`config.mk`:
```
export PLATFORM = sky130hd
export DESIGN_NAME = gray_seq_ctrl
export DESIGN_NICKNAME = d
export VERILOG_FILES = /design/src/rtl/gray_seq_ctrl.sv
export SDC_FILE = /design/constraint.sdc
export NUM_CORES = 1
export LEC_CHECK = 0
export ABC_AREA = 1
export BUFFER_PORTS_ARGS = -buffer_cell sky130_fd_sc_hd__buf_4
export CORE_UTILIZATION = 40
export DETAILED_ROUTE_END_ITERATION = 8
export PLACE_DENSITY = 0.59
export SYNTH_ARGS = -nofsm -noshare
export SYNTH_HDL_FRONTEND = slang
export SYNTH_SLANG_ARGS = --single-unit
```
`constraint.sdc`:
```
create_clock -name clk -period 2.1 [get_ports clk]
set_input_delay 0.315 -clock clk [delete_from_list [all_inputs] [get_ports clk]]
set_output_delay 0.315 -clock clk [all_outputs]
set_load 0.1 [all_outputs]
```
`src/rtl/gray_seq_ctrl.sv`:
```
// Command-driven up/down sequencer that presents a binary count and its Gray
// code, both registered on the same edge, with one-shot or wrapping runs.
module gray_seq_ctrl #(
   parameter int W = 5
) (
   input  logic         clk,
   input  logic         reset,
   input  logic         cmd_valid,
   output logic         cmd_ready,
   input  logic [1:0]   cmd_op,
   input  logic [W-1:0] cmd_len,
   input  logic         cmd_dir,
   input  logic         cmd_wrap,
   input  logic         step_en,
   output logic [W-1:0] bin_out,
   output logic [W-1:0] gray_out,
   output logic         busy,
   output logic         done,
   output logic         wrap_pulse,
   output logic         cmd_err
);

   localparam logic [1:0] OP_START  = 2'b00;
   localparam logic [1:0] OP_STOP   = 2'b01;
   localparam logic [1:0] OP_PAUSE  = 2'b10;
   localparam logic [1:0] OP_RESUME = 2'b11;

   typedef enum logic [1:0] {
      S_IDLE  = 2'b00,
      S_RUN   = 2'b01,
      S_PAUSE = 2'b10,
      S_DONE  = 2'b11
   } state_t;

   state_t         state, state_n;
   logic [W-1:0]   bin_q, bin_n;
   logic [W-1:0]   gray_q, gray_n;
   logic [W-1:0]   len_q, len_n;
   logic           dir_q, dir_n;
   logic           wrap_q, wrap_n;
   logic           done_q, done_n;
   logic           wrp_q, wrp_n;
   logic           err_q, err_n;
   logic           accept;
   logic [W-1:0]   end_val;
   logic [W-1:0]   start_val;

   function automatic logic [W-1:0] bin2gray(input logic [W-1:0] b);
      return b ^ (b >> 1);
   endfunction

   assign cmd_ready  = (state != S_DONE);
   assign accept     = cmd_valid && cmd_ready;
   assign end_val    = dir_q ? '0 : len_q;
   assign start_val  = dir_q ? len_q : '0;

   assign bin_out    = bin_q;
   assign gray_out   = gray_q;
   assign busy       = (state == S_RUN) || (state == S_PAUSE);
   assign done       = done_q;
   assign wrap_pulse = wrp_q;
   assign cmd_err    = err_q;

   always_ff @(posedge clk or posedge reset) begin
      if (reset) begin
         state  <= S_IDLE;
         bin_q  <= '0;
         gray_q <= '0;
         len_q  <= '0;
         dir_q  <= 1'b0;
         wrap_q <= 1'b0;
         done_q <= 1'b0;
         wrp_q  <= 1'b0;
         err_q  <= 1'b0;
      end else begin
         state  <= state_n;
         bin_q  <= bin_n;
         gray_q <= gray_n;
         len_q  <= len_n;
         dir_q  <= dir_n;
         wrap_q <= wrap_n;
         done_q <= done_n;
         wrp_q  <= wrp_n;
         err_q  <= err_n;
      end
   end

   always_comb begin
      state_n = state;
      bin_n   = bin_q;
      len_n   = len_q;
      dir_n   = dir_q;
      wrap_n  = wrap_q;
      done_n  = 1'b0;
      wrp_n   = 1'b0;
      err_n   = 1'b0;

      case (state)
         S_IDLE: begin
            if (accept) begin
               if (cmd_op == OP_START) begin
                  state_n = S_RUN;
                  len_n   = cmd_len;
                  dir_n   = cmd_dir;
                  wrap_n  = cmd_wrap;
                  bin_n   = cmd_dir ? cmd_len : '0;
               end else begin
                  err_n = 1'b1;
               end
            end
         end

         S_RUN: begin
            // An accepted command takes priority and swallows this cycle's step.
            if (accept) begin
               case (cmd_op)
                  OP_STOP: begin
                     state_n = S_DONE;
                     done_n  = 1'b1;
                  end
                  OP_PAUSE: state_n = S_PAUSE;
                  default:  err_n   = 1'b1;
               endcase
            end else if (step_en) begin
               if (bin_q == end_val) begin
                  if (wrap_q) begin
                     bin_n = start_val;
                     wrp_n = 1'b1;
                  end else begin
                     state_n = S_DONE;
                     done_n  = 1'b1;
                  end
               end else if (dir_q) begin
                  bin_n = bin_q - 1'b1;
               end else begin
                  bin_n = bin_q + 1'b1;
               end
            end
         end

         S_PAUSE: begin
            if (accept) begin
               case (cmd_op)
                  OP_RESUME: state_n = S_RUN;
                  OP_STOP: begin
                     state_n = S_DONE;
                     done_n  = 1'b1;
                  end
                  default:   err_n = 1'b1;
               endcase
            end
         end

         S_DONE: state_n = S_IDLE;

         default: state_n = S_IDLE;
      endcase

      gray_n = bin2gray(bin_n);
   end

endmodule
```
==> results.toml, run 1 <==
[status]
status = "finished clean"

[global_routing]
grt_max_degree = 13
grt_usage_pct = 19.84
overflow = 0
grt_first_pass_wirelength_mm = 6.458
antenna_found_initial = 0
grt_pass1_vias = 1456

[sta]
fin_tns_setup_ns = 0
drv_slew = 0
hold_violations = 0
setup_violations = 0
finClkSkew_ns = 0.002775
worst_pin_slew_ns = 0.3353
fin_crit_ns = 1.912
fmax_ghz = 0.5231
max_slew_margin_pct = 77.62
rsz0062_at_grt = "false"
min_period_over_period_pct = 91.03

[finish]
layout_common_cells = "nand2_1, buf_4, inv_1"
post-route-cell-area_sq_mm = 0.001986
drive_above_1_share_pct = 26.36
layout_commonest_cell = "nand2_1"
finalNonFillerCells = 308
nets = 285
fill_cells = 397
syn2layout_area_growth_pct = 20.05
diodes = 0

[placed_design]
place_hpwl_mm = 3.132
place_congestion = 0.8674
dpl_cell_area_sq_mm = 0.001937
placedCellCount = 304
port_buffers = 27

[cts]
cts_root_buffer = "clkbuf_8"
clk_pin_slew_ns = 0.08
cts_buffers = 3
clock_latency_ns = 0.26
cts_tree = "done"
clock-sinks = 21
ctsHoldBuffers = 0
cts_max_path_buffers = 2
h-tree-depth = 1

[yosys]
synth_ff_type = "dfrtp_1"
syn_area_per_cell_sq_um = 7.351
synth_area_sq_mm = 0.001654
synth-edff-count = 0
synth_xor_area_share_pct = 3.782
synth-seq-area-share_pct = 31.77
synth_top_family_by_area = "simple AND/OR/NAND/NOR gates"
syn-instance-count = 225
synthMuxAreaShare_pct = 0
yosysWarnings = 0
synth-simple-area-share_pct = 32.07
synthAdderAreaFrac_pct = 10.29
synthDistinctLibCells = 28
ys_ff_latch = 21
synth_compound_area_share_pct = 12.33
syn_nets = 251
async_reset_ff_share_pct = 100.0

[routing]
drtIter0Drc = 42
wirelength_mm = 3.953
wl_per_cell_um = 12.83
vias = 1537
routed_via_density = 4.990
ant_nets = 0
drcViolationCount = 0
dr.pass1.iters = 6

[critical_path]
slowest_delay_ns = 0.45
slowest_stage = "dfrtp_1"
cp.buffers_inverters = 3
cp.arrival_ns = 2.12
critPathKind = "reg -> reg"
cp-start-kind = "flop"
cp_top_family = "compound AO/OA/AOI/OAI gates"
crit_top_cell = "nand2_1"
cp_cell_sequence = "ha_1, inv_2, nand2_2, o21ai_1, inv_1, nor2_2, inv_1, nand2_1, o21ai_0, a21oi_1, nand2_1, nand2_1"
worstSetupPathDepth = 12
critPathMaxFanout = 6
rr_worst_depth = 12
cp.required_ns = 2.30
end_kind = "flop"

[die]
ios = 28
die_area_sq_mm = 0.004396
start_util_pct = 41.65
fp.coreArea_sq_mm = 0.003971
num_rows = 23
die_y_um = 66.31
die_x_um = 66.31

[job]
max-cap-violations = 0

[min_path]
hold_path_class = "in -> async"
==> worst paths after layout <==
kind	slack, ns	end	from
max	0.19	gray_out[2]	state[0]
min	0.007	gray_out[3]	reset
max reg2reg	0.19	gray_out[2]	state[0]
min reg2reg	0.54	len_q[3]	len_q[3]
max in group asynchronous	1.60	len_q[2]	reset
min in group clk	0.26	wrap_q	cmd_wrap
==> kinds of logic after synthesis <==
group | after synthesis
buf+inv | 37
compound gates | 39
fa+ha+maj | 13
simple gates | 110
xor+xnor | 5
flops | 21
==> metrics by stage <==
stage | hold WS, ns | worst slack [ns] | util [%]
2_1_floorplan | 0.2912 | 0.01558 | -
3_3_place_gp | 0.3107 | 0.1488 | 48.77
3_5_place_dp | 0.3061 | 0.1528 | 48.77
4_1_cts | 0.01348 | 0.1319 | 49.94
5_1_grt | 0.02986 | 0.003074 | 50.00
6_report | 0.007432 | 0.1883 | 50.00
==> worst register-to-register path: cells and delay by family (launching register included) <==
family / cells / cell delay (ns)
AND/OR/NAND/NOR: 5 / 0.43
adder cells (fa/ha/maj): 1 / 0.24
AO/OA/AOI/OAI: 3 / 0.51
buffers and inverters: 3 / 0.21
flip-flops: 1 / 0.45
==> per-layer routing <==
layer,vias up,GRT usage (%),part of all wire (%)
met5,-,0,0
met4,0,9.309,1.3
met3,4,3.621,6.1
met2,44,34.18,48
met1,704,23.62,44
li1,785,-,-
==> sequential cells by signal, indices dropped and copies added, names as in the netlist <==
name,count
gray_out,4
wrap_q,1
state,2
wrap_pulse,1
dir_q,1
done,1
len_q,5
cmd_err,1
bin_out,5
==> layout make-up <==
| class | instances | area, sq um | area share (%) |
|---|---|---|---|
| Multi-Input combinational cell | 167 | 969.7 | 48.83 |
| Sequential cell | 21 | 531.8 | 26.78 |
| Timing Repair Buffer | 32 | 240.2 | 12.10 |
| Inverter | 34 | 135.1 | 6.805 |
| Tap cell | 50 | 62.56 | 3.151 |
| Clock buffer | 3 | 41.29 | 2.079 |
| Clock inverter | 1 | 5.005 | 0.2520 |
==> synthesized netlist by cell type (2+ instances only) <==
cell type   n  area [sq um]
clkinv_1    2         7.510
inv_2       6         22.52
nand2_1    67         251.5
nor2_1      7         26.28
nand3_2     2         20.02
buf_4       2         15.01
o22ai_1     2         12.51
nor2_4      3         33.78
dfrtp_1    21         525.5
a21oi_1    16         80.08
o21ai_1     2         10.01
inv_1      25         93.84
nand2_2    10         62.56
nand4_1     6         37.54
ha_1       12         150.1
xor2_1      2         17.52
nand3_1    12         60.06
o21ai_0    17         85.08
xnor2_1     2         17.52
==> what timing repair did <==
| action | CTS | global route |
|---|---|---|
| buffers inserted | 0 | 0 |
| resized for setup | 0 | 1 |
| setup endpoints to repair | 0 | 2 |
| hold endpoints to repair | 0 | 0 |
Power of run 1 is not shown: default switching activity piles up to over one toggle a cycle in this logic, so the estimate is an artifact.
==> inputs of run 2 (changes only) <==
- BUFFER_PORTS_ARGS: -buffer_cell sky130_fd_sc_hd__buf_4 -> -buffer_cell sky130_fd_sc_hd__buf_2
- CORE_MARGIN: default -> 1
==> run 2 against run 1 <==
  * Clock skew hardly changed
  * Fmax grew 0.62%
  * Global-route usage down 0.74 points
  * Critical path depth fell by 9
  * Via count rose by 0.46%
  * Die area did not move
==> results.toml, run 2 (synthesized netlist as in run 1, its figures left out) <==
[job]
max-cap-violations = 0

[cts]
h-tree-depth = 1
cts_root_buffer = "clkbuf_8"
clock-sinks = 21
clk_pin_slew_ns = 0.08
cts_buffers = 3
clock_latency_ns = 0.26
cts_max_path_buffers = 2
cts_setup_buffers = 0
cts_tree = "done"

[finish]
layout_commonest_cell = "nand2_1"
finalNonFillerCells = 308
post-route-cell-area_sq_mm = 0.001918
syn2layout_area_growth_pct = 15.96
layout_common_cells = "nand2_1, buf_2, inv_1"
diodes = 0
drive_above_1_share_pct = 26.36
fill_cells = 409
nets = 285

[routing]
drcViolationCount = 0
routed_via_density = 5.013
dr_wl_met2_mm = 1.847
drtIter0Drc = 109
drt-met1-wl_mm = 1.802
wl_met3_um = 182
vias = 1544
wirelength_mm = 3.892
maxUsedRoutingLayer = "met4"
wl_per_cell_um = 12.64
ant_nets = 0
dr.pass1.iters = 4

[global_routing]
grt_usage_pct = 19.10
grt_first_pass_wirelength_mm = 6.348
grt_max_degree = 22
overflow = 0
antenna_found_initial = 0
grt_pass1_vias = 1426

[die]
ios = 28
die_area_sq_mm = 0.004396
fp.coreArea_sq_mm = 0.003971
die_y_um = 66.31
die_x_um = 66.31
num_rows = 23
start_util_pct = 41.65

[sta]
rsz0062_at_grt = "false"
fin_tns_setup_ns = 0
drv_slew = 0
setup_violations = 0
worst_pin_slew_ns = 0.4859
fin_crit_ns = 1.900
hold_violations = 0
fmax_ghz = 0.5263
max_slew_margin_pct = 67.83
finClkSkew_ns = 0.002282
hold_ws_ns = 0.06521
min_period_over_period_pct = 90.47

[critical_path]
end_kind = "output pin"
r2r_start = "state[0]"
startpoint = "state[0]"
rr_worst_depth = 12
cp.arrival_ns = 1.58
critPathMaxFanout = 6
cp.required_ns = 1.78
worstReg2RegEnd = "gray_out[2]"
cp-start-kind = "flop"
endpoint = "busy"
critPathKind = "reg -> out"
reg2reg_slack_ns = 0.20

[placed_design]
dpl_cell_area_sq_mm = 0.001869
placedCellCount = 304
place_hpwl_mm = 3.085
place_congestion = 0.8873
port_buffers = 27

[min_path]
hold_path_class = "in -> async"

[status]
status = "finished clean"
## run 2: cell counts in the layout (fill, tap and decap cells not counted)
Identical to the previous run, type by type.
## run 2: layout make-up
class / count / area, sq um / area share [%]
clock buffer: 3 / 41.29 / 2.153
clock inverter: 1 / 5.005 / 0.2609
inverter: 34 / 135.1 / 7.045
multi-input combinational: 167 / 969.7 / 50.55
sequential: 21 / 531.8 / 27.72
tap: 50 / 62.56 / 3.262
timing repair buffer: 32 / 172.7 / 9.002
## run 2: what timing repair did
action / CTS / global route
hold buffers: 0 / 0
setup endpoints to repair: 0 / 2
resized for setup: 0 / 1
## run 2: critical path, stage by stage, from the launching register on
cell and delay (ns):
dfrtp_1 0.44, inv_1 0.11, ha_1 0.34, buf_2 0.44
## run 2: per-layer routing
metal / track usage (%) / vias up
met5: 0 / -
met4: 5.319 / 0
met3: 2.414 / 6
met2: 32.53 / 48
met1: 25.21 / 703
li1: - / 787
## run 2: worst min-delay path by stage
stage,slack (ns),to
2_1_floorplan,0.29,cmd_err
3_3_place_gp,0.36,cmd_err
3_5_place_dp,0.36,done
4_1_cts,0.08,done
5_1_grt,0.11,wrap_q
6_report,0.07,done
## run 2: through the flow
step	utilization, %	worst slack, ns
after global routing	48.30	0.01172
after CTS	48.24	0.1249
after detailed placement	47.07	0.1449
final	48.30	0.2000
after global placement	47.07	0.1429
after floorplan	-	0.01558
Power of run 2 is left out for the same reason.
==> inputs of run 3 (changes only) <==
- ABC_AREA: 1 -> default
- PLACE_DENSITY: 0.59 -> 0.6
==> run 3 against run 2 <==
  * Sequential cell count stayed put
  * Non-clock buffer count is 12 higher
  * Sequential share of layout area is 0.66 points higher
  * Synthesized area is 8.4% lower
  * Critical endpoint is now gray_out[0]
  * Largest cell class unchanged
==> results.toml, run 3 <==
[status]
status = "finished clean"

[sta]
min_period_over_period_pct = 96.64
fmax_ghz = 0.4927
rsz0062_at_grt = "true"
setup_violations = 0
fin_tns_setup_ns = 0
worst_pin_slew_ns = 0.7868
hold_violations = 0
max_slew_margin_pct = 47.49
fin_crit_ns = 2.029
finClkSkew_ns = 0.01097
drv_slew = 0

[global_routing]
grt_pass1_vias = 1296
met2_usage_pct = 30.32
grt_usage_pct = 19.19
overflow = 0
gr-usage-met1_pct = 25.79
antenna_found_initial = 0
grt_max_degree = 22
grt_first_pass_wirelength_mm = 6.016
top_usage_layer = "met2"
grtUsageMet3_pct = 3.986

[die]
die_x_um = 63.55
ios = 28
fp.coreArea_sq_mm = 0.003468
die_y_um = 63.55
die_area_sq_mm = 0.004038
start_util_pct = 43.69
num_rows = 21

[yosys]
synth_ff_type = "dfrtp_1"
synth_area_sq_mm = 0.001515
yosys.area.top_type = "dfrtp_1"
yosys.area.top_type_share_pct = 34.68
synthTopCellsByCount = "dfrtp_1, ha_1, inv_1, nand2_1, xnor2_1"
ys_ff_latch = 21
yosysWarnings = 0
async_reset_ff_share_pct = 100.0
syn-instance-count = 162
synth-seq-area-share_pct = 34.68
synth-edff-count = 0
synthDistinctLibCells = 45
syn_nets = 188
syn_area_per_cell_sq_um = 9.353
synth.area.top_cells = "dfrtp_1, ha_1, xnor2_1"
synthMostInstantiatedCell = "dfrtp_1"

[critical_path]
reg2reg_slack_ns = 0.07
critPathMaxFanout = 8
cp.arrival_ns = 2.17
rr_worst_depth = 9
r2r_start = "dir_q"
cp.required_ns = 2.24
worstReg2RegEnd = "gray_out[0]"
cp-start-kind = "flop"
critPathKind = "reg -> reg"
endpoint = "gray_out[0]"
cp_cell_sequence = "clkbuf_2, o21ba_1, nor3_2, o221ai_2, buf_4, o21ai_1, a221oi_1, nor2_1, xnor2_1"
end_kind = "flop"
startpoint = "dir_q"
slowest_stage = "dfrtp_2"
slowest_delay_ns = 0.45

[routing]
wl_per_cell_um = 14.20
routed_via_density = 5.414
drtIter0Drc = 59
vias = 1348
dr.pass1.iters = 4
ant_nets = 0
wirelength_mm = 3.536
drcViolationCount = 0

[finish]
nets = 230
layout_common_cells = "buf_2, buf_4, dfrtp_1"
diodes = 0
post-route-cell-area_sq_mm = 0.001913
drive_above_1_share_pct = 36.95
utilization_pct = 55.16
fill_cells = 332
syn2layout_area_growth_pct = 26.26
layout_commonest_cell = "buf_2"

[cts]
h-tree-depth = 1
cts_max_path_buffers = 2
cts_buffers = 3
clk_pin_slew_ns = 0.09
clock_latency_ns = 0.27
clock-sinks = 21
cts_tree = "done"
ctsHoldBuffers = 0
cts_root_buffer = "clkbuf_8"

[placed_design]
dpl_cell_area_sq_mm = 0.001799
port_buffers = 27
place_hpwl_mm = 2.609
place_congestion = 0.9094

[min_path]
hold_path_class = "in -> async"

[job]
max-cap-violations = 0
-- run 3: area by class of cell --
type                       instances  area (sq um)  area share, %
multi-input combinational        121         957.2          50.03
sequential                        21         543.0          28.38
timing repair buffer              44         260.3          13.60
tap                               46         57.56          3.009
inverter                          13         48.80          2.551
clock buffer                       3         41.29          2.158
clock inverter                     1         5.005         0.2616
-- run 3: per-stage QoR --
stage                     setup slack [ns]  hold slack, ns  std cells
final                              0.07057          0.1766        249
after global routing              -0.03313          0.2510        249
after CTS                          0.02509          0.2201        245
after detailed placement          -0.01426          0.5104        241
after global placement            0.002718          0.5003        241
after floorplan                  -0.004027          0.2915        162
-- run 3: routing by layer --
| metal | vias to the layer above | part of all wire [%] |
|---|---|---|
| met5 | - | 0 |
| met4 | 0 | 1.3 |
| met3 | 4 | 4.4 |
| met2 | 41 | 46 |
| met1 | 644 | 49 |
| li1 | 659 | - |
-- run 3: worst max-delay path: cells and delay by family (launching register included) --
kind / cells / cell delay, ns
AO/OA/AOI/OAI: 4 / 0.78
flip-flops: 1 / 0.45
buffers and inverters: 2 / 0.35
AND/OR/NAND/NOR: 2 / 0.19
XOR/XNOR: 1 / 0.15
-- run 3: kinds of logic after synthesis --
logic type,Yosys count,synth area share (%)
compound gates,47,22.05
simple gates,43,14.78
flops,21,34.68
buf+inv,20,5.779
fa+ha+maj,13,11.23
xor+xnor,11,6.359
mux,7,5.119
-- run 3: what timing repair did --
| action | 4_1_cts | 5_1_grt |
|---|---|---|
| buffers inserted | 0 | 4 |
| endpoints found under the hold margin | 0 | 0 |
| gates cloned | 0 | 0 |
| pin swaps | 0 | 2 |
| setup endpoints to repair | 5 | 8 |
| resized for setup | 1 | 8 |
-- run 3: worst min-delay path by stage --
stage | cells past startpoint | start | endpoint | slack (ns)
after floorplan | 1 | reset | bin_out[0] | 0.29
after CTS | 2 | reset | bin_out[2] | 0.22
after detailed placement | 2 | reset | wrap_q | 0.51
final | 2 | reset | bin_out[3] | 0.18
after global placement | 2 | reset | wrap_q | 0.50
after global routing | 2 | reset | bin_out[2] | 0.25
Power of run 3 is left out for the same reason.
